===== config.mk =====
export PLATFORM = sky130hd
export DESIGN_NAME = rf_ctrl
export DESIGN_NICKNAME = d
export VERILOG_FILES = /design/src/rtl/rf_ctrl_pkg.sv /design/src/rtl/rf_wb_skid.sv /design/src/rtl/rf_ctrl.sv
export SDC_FILE = /design/constraint.sdc
export NUM_CORES = 1
export LEC_CHECK = 0
export BUFFER_PORTS_ARGS = -buffer_cell sky130_fd_sc_hd__buf_2
export CAP_MARGIN = 10
export CORE_MARGIN = 3
export CORE_UTILIZATION = 41
export DETAILED_ROUTE_END_ITERATION = 8
export GPL_ROUTABILITY_DRIVEN = 0
export GPL_TIMING_DRIVEN = 1
export PLACE_DENSITY = 0.71
export SLEW_MARGIN = 15
export SYNTH_ARGS = -nofsm -noshare
export SYNTH_HDL_FRONTEND = slang
export SYNTH_SLANG_ARGS = --single-unit

===== constraint.sdc =====
create_clock -name clk -period 3.1 [get_ports clk]
set_clock_uncertainty 0.2 [all_clocks]
set_input_delay 0 -clock clk [delete_from_list [all_inputs] [get_ports clk]]
set_output_delay 0 -clock clk [all_outputs]
set_load 0.01 [all_outputs]

===== src/rtl/rf_ctrl_pkg.sv =====
// Shared types and constants for the register-file write controller.
// Holds the datapath widths, the FSM state enum and the writeback payload struct.
package rf_ctrl_pkg;

    localparam int REG_W            = 19;
    localparam int SEL_W            = 4;
    localparam int MEM_DATA_REG     = 1;
    localparam int NUM_REGS_DEFAULT = 14;

    typedef enum logic [1:0] {
        INIT  = 2'd0,
        CLEAR = 2'd1,
        RUN   = 2'd2,
        DRAIN = 2'd3
    } state_t;

    typedef struct packed {
        logic [SEL_W-1:0] sel;
        logic [REG_W-1:0] data;
    } wb_t;

endpackage


===== src/rtl/rf_wb_skid.sv =====
// One-entry skid buffer that parks an ALU writeback while the C bus is busy with a load.
// Push has priority; push and pop never coincide because the controller drops ready while full.
module rf_wb_skid
    import rf_ctrl_pkg::*;
(
    input  logic clk,
    input  logic RST_N,
    input  logic push,
    input  wb_t  push_data,
    input  logic pop,
    output wb_t  pop_data,
    output logic full
);

    wb_t entry;

    always_ff @(posedge clk or negedge RST_N) begin
        if (!RST_N) begin
            full  <= 1'b0;
            entry <= '0;
        end else if (push) begin
            full  <= 1'b1;
            entry <= push_data;
        end else if (pop) begin
            full  <= 1'b0;
        end
    end

    assign pop_data = entry;

endmodule


===== src/rtl/rf_ctrl.sv =====
// Register-file C-bus arbiter: zero-sweeps the file after reset or on request, then
// merges zero-latency ALU writebacks with data-memory loads into R1.
module rf_ctrl
    import rf_ctrl_pkg::*;
#(
    parameter int NUM_REGS = NUM_REGS_DEFAULT
) (
    input  logic              clk,
    input  logic              RST_N,
    input  logic              clr_req,
    output logic              busy,
    input  logic              alu_wr_vld,
    input  logic [SEL_W-1:0]  alu_wr_sel,
    input  logic [REG_W-1:0]  alu_wr_data,
    output logic              alu_wr_rdy,
    input  logic              ld_req,
    output logic              ld_ack,
    output logic              dm_rd_en,
    input  logic              dm_rd_vld,
    output logic              C_EN,
    output logic [SEL_W-1:0]  C_SEL,
    output logic [REG_W-1:0]  c_out,
    output logic              MEM_READ,
    output logic              err
);

    localparam logic [SEL_W-1:0] LAST_SEL = SEL_W'(NUM_REGS - 1);

    state_t           state;
    state_t           state_n;
    logic [SEL_W-1:0] clr_cnt;
    logic             ld_pend;
    logic             clr_pend;
    logic             err_q;

    logic             buf_push;
    logic             buf_pop;
    logic             buf_full;
    wb_t              buf_in;
    wb_t              buf_out;

    assign MEM_READ = dm_rd_vld & ld_pend;
    assign dm_rd_en = ld_ack;
    assign err      = err_q;
    assign buf_in   = '{sel: alu_wr_sel, data: alu_wr_data};

    // A pending buffered write always wins the bus over a new ALU write, which is
    // why ready is held low while the buffer is full.
    always_comb begin
        state_n    = state;
        busy       = 1'b1;
        alu_wr_rdy = 1'b0;
        ld_ack     = 1'b0;
        C_EN       = 1'b0;
        C_SEL      = '0;
        c_out      = '0;
        buf_push   = 1'b0;
        buf_pop    = 1'b0;

        case (state)
            INIT: begin
                state_n = CLEAR;
            end
            CLEAR: begin
                C_EN  = 1'b1;
                C_SEL = clr_cnt;
                if (clr_cnt == LAST_SEL) begin
                    state_n = RUN;
                end
            end
            RUN: begin
                busy       = clr_pend;
                alu_wr_rdy = !buf_full && !clr_pend;
                ld_ack     = ld_req && !ld_pend && !clr_pend;
                if (clr_req) begin
                    state_n = DRAIN;
                end
            end
            DRAIN: begin
                if (!ld_pend && !buf_full) begin
                    state_n = CLEAR;
                end
            end
            default: begin
                state_n = INIT;
            end
        endcase

        if (state == RUN || state == DRAIN) begin
            if (buf_full && !MEM_READ) begin
                C_EN    = 1'b1;
                C_SEL   = buf_out.sel;
                c_out   = buf_out.data;
                buf_pop = 1'b1;
            end else if (alu_wr_vld && alu_wr_rdy) begin
                if (MEM_READ) begin
                    buf_push = 1'b1;
                end else begin
                    C_EN  = 1'b1;
                    C_SEL = alu_wr_sel;
                    c_out = alu_wr_data;
                end
            end
        end
    end

    always_ff @(posedge clk or negedge RST_N) begin
        if (!RST_N) begin
            state    <= INIT;
            clr_cnt  <= '0;
            ld_pend  <= 1'b0;
            clr_pend <= 1'b0;
            err_q    <= 1'b0;
        end else begin
            state <= state_n;

            if (state == CLEAR) begin
                clr_cnt <= clr_cnt + 1'b1;
            end else begin
                clr_cnt <= '0;
            end

            if (ld_ack) begin
                ld_pend <= 1'b1;
            end else if (dm_rd_vld) begin
                ld_pend <= 1'b0;
            end

            // clr_pend spans DRAIN and the sweep so RUN cannot accept work mid-clear.
            if (state == RUN && clr_req) begin
                clr_pend <= 1'b1;
            end else if (state == CLEAR && clr_cnt == LAST_SEL) begin
                clr_pend <= 1'b0;
            end

            if (dm_rd_vld && !ld_pend) begin
                err_q <= 1'b1;
            end
        end
    end

    rf_wb_skid u_skid (
        .clk       (clk),
        .RST_N     (RST_N),
        .push      (buf_push),
        .push_data (buf_in),
        .pop       (buf_pop),
        .pop_data  (buf_out),
        .full      (buf_full)
    );

endmodule


# Yosys cells after proc, flatten, opt, wreduce, memory -nomap -nowiden
# Cells that the tools add are included.
[op_classes] reduce_logical=19 n_bitwise=1 mux=34 n_eq_ne=7 add_sub_neg=1
[ops] op="$mux 19" n=4
[ops] op="$mux 4" n=6
[ops] op="$mux 1" n=20
[ops] op="$logic_and 1x1->1" n=9
[ops] op="$pmux 2 s4" n=1
[ops] op="$mux 2" n=3
[ops] op="$ne 2x2->1 const B" n=3
[ops] op="$reduce_bool 2->1" n=3
[ops] op="$add 4x1->4 const B" n=1
[ops] op="$eq 2x2->1 const B" n=2
[ops] op="$eq 4x4->1 const B" n=1
[ops] op="$logic_not 1->1" n=4
[ops] op="$reduce_and 3->1" n=1
[ops] op="$eq 2x1->1 const B" n=1
[ops] op="$logic_not 2->1" n=1
[ops] op="$and 1x1->1" n=1
[ops] op="$logic_or 1x1->1" n=1
[totals] output_inout_bits=30 register_bits=33 elab_cells=70 input_bits=29

# Depth between registers and ports, before layout
# Gate-level depths: netlist of the first run.
[logic_depth] depth_word=8 mapped_depth=7 depth_no_buf=5

# Modules after synthesis
# A second synthesis of the first run with hierarchy kept.
[unflattened] hier_cells=145 hier_area_um2=1858.0
[by_module_without_submodules] mod="rf_wb_skid" seq_area_each_um2=600.6 area_each_um2=993.5 cells_each=52 instances=1
[by_module_without_submodules] mod="rf_ctrl" seq_area_each_um2=225.2 area_each_um2=864.6 cells_each=93 instances=1

# Least setup slack after synthesis of the first run
# No wires, ideal clock.
[synth_path] path_kind="register to register" start="reg state[0]" end="reg u_skid.entry (netlist bit u_skid.pop_data[10])" stages_incl_launch_ff=8 setup_ns=0.125 t_arrival_ns=1.738 slack_ns=1.037 synth_period_minus_slack_ns=2.063 cell_sequence="dfrtp_1 inv_1 ha_1 nand4bb_1 buf_4 nor3_4 buf_6 mux2_2"
[synth_via] elab_chain_cells=6
[synth_rtl] item="from (decl)" line="rf_ctrl.sv:29" source="state_t state;"
[synth_rtl] item="from (signal assigned)" line="rf_ctrl.sv:115" source="state <= state_n;"
[synth_rtl] item="$eq 2x2->1" line="rf_ctrl.sv:60, rf_ctrl.sv:89"
[synth_rtl] item="$mux 1" line="rf_ctrl.sv:60" source="case (state)"
[synth_rtl] item="$logic_and 1x1->1" line="rf_ctrl.sv:95" source="end else if (alu_wr_vld && alu_wr_rdy) begin"
[synth_rtl] item="$mux 1" line="rf_ctrl.sv:95"
[synth_rtl] item="$mux 1" line="rf_ctrl.sv:90" source="if (buf_full && !MEM_READ) begin"
[synth_rtl] item="$mux 1 (*)" line="rf_ctrl.sv:89" source="if (state == RUN || state == DRAIN) begin"
[synth_rtl] item="to (signal assigned)" line="rf_wb_skid.sv:23" source="entry <= push_data;"
[synth_rtl] item="to (decl)" line="rf_wb_skid.sv:15" source="wb_t entry;"
# Every way passes the cells marked *; elsewhere a longest branch is shown, timed or not.
# A chain may end at the register's enable or synchronous reset.

# Worst setup path in the final report of the first run
[layout_path] start="reg state[0]" end="out c_out[5]"
[layout_via] elab_chain_cells=6
[layout_rtl] item="$eq 2x2->1" line="rf_ctrl.sv:60, rf_ctrl.sv:89"
[layout_rtl] item="$mux 1" line="rf_ctrl.sv:60"
[layout_rtl] item="$logic_and 1x1->1" line="rf_ctrl.sv:95"
[layout_rtl] item="$mux 19" line="rf_ctrl.sv:95"
[layout_rtl] item="$mux 19" line="rf_ctrl.sv:90"
[layout_rtl] item="$mux 19 (*)" line="rf_ctrl.sv:89"
[layout_rtl] item="to (decl)" line="rf_ctrl.sv:22" source="output logic [REG_W-1:0] c_out,"
# Marked as above.

==> flow_summary.yaml, run 1 <==
finish:
  register_area_sq_um: 826
  nets: 264
  diodes: 0
  multi_input_area_sq_um: 822
  nFillCells: 328
  syn_to_final_growth_pct: 39.0
  stdcell_area_sq_um: 2410
  drive_gt1_share_pct: 40.4
clock_tree:
  max-clock-path-buffers: 2
  cts-htree-levels: 2
  clk_pin_slew_worst_paths_ps: 60
  cts.sinks: 33
  clkLatencyLatePin_ps: 280
  tritoncts: "done"
  cts-buffers-inserted: 5
  cts-root-buf: "clkbuf_8"
synthesis:
  synth-async-reset-ratio_pct: 100
  syn_nets: 176
  synth_cells: 142
  yosysSeqAreaShare_pct: 47.7
  yosysTopAreaCell: "dfrtp_1"
  synth_area_leaders: "dfrtp_1 (48%), mux2_2 (15%), a22o_1 (10%), ha_1 (3.6%), o32a_1 (1.7%)"
  syn_avg_cell_area_sq_um: 12.2
  ys.flop_type: "dfrtp_1"
  syn_area_sq_um: 1730
  synth_edf_count: 0
  ys_warn_count: 0
  yosysTopAreaCellShare_pct: 47.7
  synth-seq-cells: 33
  synth.distinct_cells: 35
timing:
  slew_violations: 0
  rsz0062_at_grt: "false"
  finalCriticalPeriod_ps: 2930
  clock.fmax_mhz: 341
  hold_viol_final: 0
  worstMarginPinSlew_ps: 798
  setup_tns_ps: 0
  relSlewSlack_pct: 46.8
  fin_crit_sh_pct: 94.6
  finalSetupViolations: 0
power:
  p_switching_w: 0.000337
  p_total_w: 0.00111
  ir_drop_v: 0.000338
  p_seq_share_pct: 45.7
  power_density_nw_per_um2: 462
  p_leak_nw: 1.24
  combPwrFrac_pct: 25.1
  p_clk_share_pct: 29.2
  p_int_w: 0.000775
  swShare_pct: 30.3
worst_setup_path:
  path_depth: 6
  worstRegToRegCells: 6
  worstPathCellList: "inv_1 -> ha_1 -> nand4bb_1 -> nor2_2 -> a22o_1 -> buf_2"
  max_stage_delay_ps: 790
  path_class: "reg -> out"
  worst_ep_required_time_ps: 2900
  cp_top_family: "simple AND/OR/NAND/NOR gates"
  start_kind: "flop"
  cp_max_fo: 19
  slowest_stage: "nor2_2"
  crit_arrival_ps: 2730
  cp-end-kind: "output port"
  critPathBufInv: 2
route:
  wl_um: 4390
  viasPerCell: 5.53
  drc: 0
  ant_nets: 0
  drt-pass1-iter-count: 4
  route.vias.total: 1538
  drtIter0Drc: 79
  wire_per_inst_um: 15.8
placement:
  placed_area_sq_um: 2050
  port_buffers: 58
  dp_hpwl_um: 3040
floorplanning:
  die-area_sq_um: 5040
  pin_count: 59
  core-area_sq_um: 3850
  rows: 22
  start_util_pct: 44.9
  die_w_um: 71.0
  fp.dieH_um: 71.0
grt:
  grt_max_degree: 34
  grt_util_all_layers_pct: 17.7
  grt_pass1_wl_um: 7070
  antenna_found_initial: 0
  gr-total-overflow: 0
  grt_pass1_vias: 1530
run_status:
  status: "complete, no violations"
flow_run:
  maxCapViolCount: 0
hold_path:
  min_path_type: "in -> async"
==> sequential cells by signal (all words and copies together) (netlist names) <==
register	count
u_skid.pop_data	23
clr_cnt	4
state	2
clr_pend	1
err	1
ld_pend	1
u_skid.full	1
==> cell type report <==
cell class	count	share of cell area [%]
clock inverter	1	0.312
sequential	33	34.3
multi-input combinational	94	34.1
tap	48	2.49
timing repair buffer	87	23.9
clock buffer	6	3.43
inverter	9	1.40
==> final timing paths <==
check	end	slack, ps	start
min in group clk	ld_ack	200	ld_req
worst max register to register	u_skid.pop_data[14]	590	state[0]
worst min register to register	err	260	err
worst max-delay path	c_out[5]	170	state[0]
max in group asynchronous	u_skid.pop_data[12]	2130	RST_N
worst min-delay path	clr_cnt[2]	110	RST_N
==> power groups by stage <==
stage	combinational, W	clock, W	sequential (W)
floorplan	0.000165	0	0.000505
global placement	0.000241	0	0.000511
detailed placement	0.000256	0	0.000515
CTS	0.000282	0.000333	0.000507
global route	0.000308	0.000349	0.000513
finish	0.000279	0.000325	0.000508
==> routing by layer <==
metal | routed length [um] | global-route usage, %
met4 | 54 | 5.01
met1 | 1810 | 20.8
met3 | 242 | 4.69
met2 | 2290 | 31.7
met5 | 0 | 0
==> repair_timing <==
action	4_1_cts	5_1_grt
setup buffers	0	0
endpoints found under the hold margin	60	0
resized for setup	0	0
hold buffers	27	0
==> cells in the mapped netlist, types with 2 or more instances <==
master	number
nor2_2	2
nand3_1	2
a2bb2oi_1	3
buf_4	3
nand2_1	3
a21o_1	2
inv_1	8
buf_6	2
nand2b_1	2
nor2_1	7
mux2_2	23
o211ai_1	4
o32a_1	3
dfrtp_1	33
a22o_1	20
ha_1	5
o21bai_1	2
==> logic make-up (layout without fill, tap and decap cells) <==
kind of cell	Yosys count	count (layout)	synth area share [%]
AO/OA/AOI/OAI	39	39	19.3
flip-flops	33	33	47.7
multiplexers	24	24	15.5
AND/OR/NAND/NOR	24	24	8.02
buffers and inverters	15	103	4.84
adder cells (fa/ha/maj)	5	5	3.61
XOR/XNOR	2	2	1.01
==> metrics by stage <==
stage | utilization [%] | hold slack, ps | worst slack [ps] | instances
2_1_floorplan | - | -496 | 1040 | 142
3_3_place_gp | 53.1 | -113 | 727 | 244
3_5_place_dp | 53.1 | -96.0 | 509 | 244
4_1_cts | 62.5 | 139 | 201 | 278
5_1_grt | 62.5 | 191 | 0.775 | 278
6_report | 62.5 | 107 | 166 | 278
==> placed cells by master (no fill, tap or decap), drive strengths merged, types with 2 or more instances in the layout <==
| cell type | instances |
|---|---|
| o211ai | 4 |
| nand3 | 2 |
| a22o | 20 |
| clkbuf | 6 |
| dfrtp | 33 |
| a21o | 2 |
| inv | 8 |
| a2bb2oi | 3 |
| ha | 5 |
| o21bai | 2 |
| mux2 | 23 |
| o32a | 3 |
| nor2 | 9 |
| buf | 60 |
| nand2b | 2 |
| nand2 | 3 |
| nor3 | 2 |
| dlygate4sd3 | 27 |
(Power assumes the default switching activity.)
==> run 2, diff against run 1 <==
--- a/config.mk
+++ b/config.mk
@@ -8,11 +8,12 @@
 export BUFFER_PORTS_ARGS = -buffer_cell sky130_fd_sc_hd__buf_2
 export CAP_MARGIN = 10
 export CORE_MARGIN = 3
-export CORE_UTILIZATION = 41
+export CORE_UTILIZATION = 53
+export CTS_CLUSTER_DIAMETER = 120
 export DETAILED_ROUTE_END_ITERATION = 8
 export GPL_ROUTABILITY_DRIVEN = 0
 export GPL_TIMING_DRIVEN = 1
-export PLACE_DENSITY = 0.71
+export PLACE_DENSITY = 0.88
 export SLEW_MARGIN = 15
 export SYNTH_ARGS = -nofsm -noshare
 export SYNTH_HDL_FRONTEND = slang
==> constraint.sdc (replaced) <==
create_clock -name clk -period 3.8 [get_ports clk]
set_clock_uncertainty 0.2 [all_clocks]
set_input_delay 0 -clock clk [delete_from_list [all_inputs] [get_ports clk]]
set_output_delay 0 -clock clk [all_outputs]
set_load 0.01 [all_outputs]
==> run 2 against run 1 <==
  * Non-clock buffer count is 1 lower
  * Clock power is 40% lower
  * Critical path type unchanged
  * First-iteration DRC count is 19% lower
  * Wire length is 0.71% higher
==> flow_summary.yaml, run 2 (synthesized netlist as in run 1, its figures left out) <==
power:
  ir_drop_v: 0.000361
  p_leak_nw: 1.23
  power_density_nw_per_um2: 357
floorplanning:
  die-area_sq_um: 3990
  die_w_um: 63.2
  fp.dieH_um: 63.2
  core-area_sq_um: 3080
  rows: 20
  start_util_pct: 56.3
  pin_count: 59
grt:
  grt_pass1_vias: 1563
  antenna_found_initial: 0
  grt_max_degree: 34
  grt_pass1_wl_um: 7730
  grt_util_all_layers_pct: 24.8
  gr-total-overflow: 0
timing:
  finalSetupViolations: 0
  slew_violations: 0
  setup_ws_ps: 871
  hold_viol_final: 0
  rsz0062_at_grt: "false"
  finalCriticalPeriod_ps: 2930
  relSlewSlack_pct: 46.0
  clock.fmax_mhz: 341
  worstMarginPinSlew_ps: 809
  setup_tns_ps: 0
  fin_crit_sh_pct: 77.1
worst_setup_path:
  worstPathCellList: "inv_1 -> ha_1 -> nand4bb_1 -> nor2_2 -> a22o_1 -> buf_2"
  cp_max_fo: 19
  path_class: "reg -> out"
  cp-end-kind: "output port"
  worst_ep_required_time_ps: 3600
  max_stage_delay_ps: 780
  crit_arrival_ps: 2730
  start_kind: "flop"
  slowest_stage: "nor2_2"
clock_tree:
  max-clock-path-buffers: 2
  cts-htree-levels: 2
  cts_repair_resize_count: 0
  cts.sinks: 33
  clk_pin_slew_worst_paths_ps: 100
  clkLatencyLatePin_ps: 320
  cts-buffers-inserted: 5
  post-cts-setup-buffer-count: 0
  holdBufCountCts: 27
  cts-root-buf: "clkbuf_4"
  tritoncts: "done"
run_status:
  status: "complete, no violations"
placement:
  dpl_worst_slack_ps: 1250
  dp_hpwl_um: 2880
  port_buffers: 58
finish:
  syn_to_final_growth_pct: 36.3
  utilization_pct: 76.7
  diodes: 0
  largest_reg_flops: 23
  final_common_cell: "buf_2"
  nets: 263
  drive_gt1_share_pct: 39.7
  final_cell_mix: "buf_2 (58), dfrtp_1 (33), dlygate4sd3_1 (27), mux2_2 (23), a22o_1 (20)"
route:
  viasPerCell: 5.51
  ant_nets: 0
  route.vias.total: 1505
  wire_per_inst_um: 16.2
  drc: 0
  drtIter0Drc: 64
  wl_um: 4420
  drt-pass1-iter-count: 4
hold_path:
  min_path_type: "in -> async"
flow_run:
  maxCapViolCount: 0
==> run 2: cell type report <==
type | instances | area (sq um)
fill | 207 | 718
multi-input combinational | 94 | 822
clock buffer | 7 | 55.1
sequential | 33 | 826
tap | 44 | 55.1
inverter | 9 | 33.8
timing repair buffer | 86 | 568
==> run 2: routing by layer <==
| layer | wire, um | GRT usage [%] | vias to the layer above | share of wire, % |
|---|---|---|---|---|
| met3 | 255 | 6.06 | 8 | 5.8 |
| met4 | 79 | 10.2 | 0 | 1.8 |
| met1 | 1810 | 29.0 | 742 | 41 |
| met2 | 2280 | 43.2 | 52 | 52 |
| met5 | 0 | 0 | - | 0 |
| li1 | - | - | 703 | - |
==> run 2: path summary, 6_finish.rpt <==
path                       startpoint                   to  slack (ps)  cells after the start
setup / recovery             state[0]            c_out[12]         870                      6
hold / removal                  RST_N  u_skid.pop_data[21]          60                      2
setup reg to reg             state[0]   u_skid.pop_data[4]        1250                      6
hold reg to reg                   err                  err         270                      1
max in group asynchronous       RST_N             state[0]        2880                      2
min in group clk               ld_req               ld_ack         180                      3
==> run 2: metrics by stage <==
stage | hold slack, ps | area (sq um) | std cells | power (W)
3_5_place_dp | -93.0 | 2030 | 239 | 0.000633
3_3_place_gp | -119 | 2030 | 239 | 0.000613
4_1_cts | 79.4 | 2360 | 273 | 0.000851
5_1_grt | 116 | 2360 | 273 | 0.000901
2_1_floorplan | -496 | 1730 | 142 | 0.000547
6_report | 59.6 | 2360 | 273 | 0.000842
==> run 2: worst max-delay path: cells and delay by family, from the launching register on <==
kind                     cells  cell delay, ps
AO/OA/AOI/OAI                1             290
AND/OR/NAND/NOR              2            1220
flip-flops                   1             430
adder cells (fa/ha/maj)      1             250
buffers and inverters        2             220
==> run 2: report_power, final <==
group / internal, W / switching [W]
Combinational: 0.000107 / 0.000125
Sequential: 0.000382 / 0.0000327
Clock: 0.0000873 / 0.000108
==> run 3, diff against run 2 <==
--- a/config.mk
+++ b/config.mk
@@ -8,12 +8,12 @@
 export BUFFER_PORTS_ARGS = -buffer_cell sky130_fd_sc_hd__buf_2
 export CAP_MARGIN = 10
 export CORE_MARGIN = 3
-export CORE_UTILIZATION = 53
+export CORE_UTILIZATION = 45
 export CTS_CLUSTER_DIAMETER = 120
 export DETAILED_ROUTE_END_ITERATION = 8
 export GPL_ROUTABILITY_DRIVEN = 0
 export GPL_TIMING_DRIVEN = 1
-export PLACE_DENSITY = 0.88
+export PLACE_DENSITY = 0.8
 export SLEW_MARGIN = 15
 export SYNTH_ARGS = -nofsm -noshare
 export SYNTH_HDL_FRONTEND = slang
==> constraint.sdc (replaced) <==
create_clock -name clk -period 2.44 [get_ports clk]
set_clock_uncertainty 0.2 [all_clocks]
set_input_delay 0 -clock clk [delete_from_list [all_inputs] [get_ports clk]]
set_output_delay 0 -clock clk [all_outputs]
set_load 0.01 [all_outputs]
==> run 3 against run 2 <==
  * Setup slack got worse by 740 ps
  * Die area rose by 16%
  * Non-clock buffer count rose by 2
  * Critical endpoint is now c_out[2]
  * Via count fell by 2.1%
  * Critical path type unchanged
  * Combinational power rose by 55%
  * First-iteration DRC count fell by 39%
  * Largest power group unchanged
  * Largest cell class is now multi-input gates
  * Critical path depth rose by 2
==> flow_summary.yaml, run 3 (synthesized netlist as in run 1, its figures left out) <==
run_status:
  status: "complete, no violations"
finish:
  diodes: 0
  final_common_cell: "buf_2"
  final_cells: 278
  syn_to_final_growth_pct: 42.6
  nets: 265
  final_cell_mix: "buf_2 (58), dfrtp_1 (33), dlygate4sd3_1 (27), mux2_2 (23), a22o_1 (20)"
  largest_reg_flops: 23
  drive_gt1_share_pct: 42.2
  nFillCells: 264
floorplanning:
  fp.dieH_um: 68.0
  die-area_sq_um: 4630
  pin_count: 59
  rows: 21
  core-area_sq_um: 3520
  die_w_um: 68.0
  start_util_pct: 49.2
clock_tree:
  cts-root-buf: "clkbuf_8"
  max-clock-path-buffers: 2
  cts-htree-levels: 2
  tritoncts: "done"
  cts.sinks: 33
  clk_pin_slew_worst_paths_ps: 70
  cts-buffers-inserted: 5
  clkLatencyLatePin_ps: 290
route:
  route.vias.total: 1474
  wire_per_inst_um: 14.9
  drt-pass1-iter-count: 4
  drc: 0
  viasPerCell: 5.30
  drtIter0Drc: 39
  ant_nets: 0
  wl_um: 4150
placement:
  dp_hpwl_um: 2660
  port_buffers: 58
  dp_cells: 243
hold_path:
  min_path_type: "in -> async"
worst_setup_path:
  cp_max_fo: 19
  start_kind: "flop"
  crit_top_cell: "buf_4"
  slowest_stage: "dfrtp_1"
  worst_ep_required_time_ps: 2240
  critPathBufInv: 4
  max_stage_delay_ps: 440
  path_class: "reg -> out"
  cp-end-kind: "output port"
  cp_top_family: "buffers and inverters"
  worstPathCellList: "inv_1 -> ha_2 -> nand4bb_1 -> buf_4 -> nor2_2 -> buf_4 -> a22o_1 -> buf_2"
  crit_arrival_ps: 2110
timing:
  finalSetupViolations: 0
  finalCriticalPeriod_ps: 2310
  slew_violations: 0
  hold_viol_final: 0
  relSlewSlack_pct: 51.5
  clock.fmax_mhz: 434
  worstMarginPinSlew_ps: 728
  fin_crit_sh_pct: 94.5
  rsz0062_at_grt: "false"
power:
  power_density_nw_per_um2: 624
  p_leak_nw: 1.27
  ir_drop_v: 0.000358
  p_total_w: 0.00154
grt:
  grt_max_degree: 34
  antenna_found_initial: 0
  grt_pass1_wl_um: 6820
  gr-total-overflow: 0
  grt_util_all_layers_pct: 20.0
  grt_pass1_vias: 1457
flow_run:
  maxCapViolCount: 0
## run 3: report_power, final
| part | leakage, nW | internal, W | total (W) | switching [W] |
|---|---|---|---|---|
| combinational | 0.775 | 0.000169 | 0.000359 | 0.000190 |
| clock | 0.0574 | 0.000332 | 0.000539 | 0.000207 |
| sequential | 0.433 | 0.000596 | 0.000643 | 0.0000472 |
| total | 1.27 | 0.00110 | 0.00154 | 0.000444 |
## run 3: path summary, 6_finish.rpt
kind | from | end | slack [ps] | cells after the start
setup reg to reg | state[0] | ld_pend | 210 | 6
min in group clk | ld_req | ld_ack | 180 | 3
hold reg to reg | err | err | 260 | 1
hold / removal | RST_N | clr_cnt[2] | 110 | 2
setup / recovery | state[0] | c_out[2] | 130 | 8
max in group asynchronous | RST_N | u_skid.pop_data[21] | 1460 | 2
## run 3: worst register-to-register path, delay by kind of cell, from the launching register on
family,cells,cell delay [ps]
AOI/OAI and AO/OA,1,130
adders and majority gates,1,240
buffers and inverters,2,640
DFF,1,440
and+or+nand+nor,2,520
## run 3: what timing repair did
action | CTS | global route
hold buffers | 27 | 0
endpoints found under the hold margin | 60 | 0
buffers inserted | 0 | 0
pin swaps | 0 | 0
setup endpoints to repair | 1 | 24
gates resized for setup | 0 | 4
## run 3: cell type report
cell class	count	area (sq um)	area share, %
Multi-Input combinational cell	94	837	33.9
Sequential cell	33	826	33.4
Timing Repair Buffer	88	596	24.1
Clock buffer	6	82.6	3.34
Tap cell	46	57.6	2.33
Clock inverter	2	37.5	1.52
Inverter	9	33.8	1.37
## run 3: routing by layer
layer	GRT usage [%]	up-vias	part of all wire [%]
met5	0	-	0
met4	5.96	0	0.65
met3	6.08	2	5.8
met2	31.9	44	50
met1	26.2	717	44
li1	-	711	-
## run 3: stage by stage
stage               utilization [%]  instance area [sq um]  hold WS (ps)  TNS (ps)  worst slack [ps]
floorplan                         -                   1730          -496         0               377
global placement               58.6                   2060          -103         0               378
detailed placement             58.6                   2060         -96.7         0               308
CTS                            69.7                   2450           129     -3.18             -3.18
global route                   70.1                   2470           154         0              21.5
finish                         70.1                   2470           109         0               134
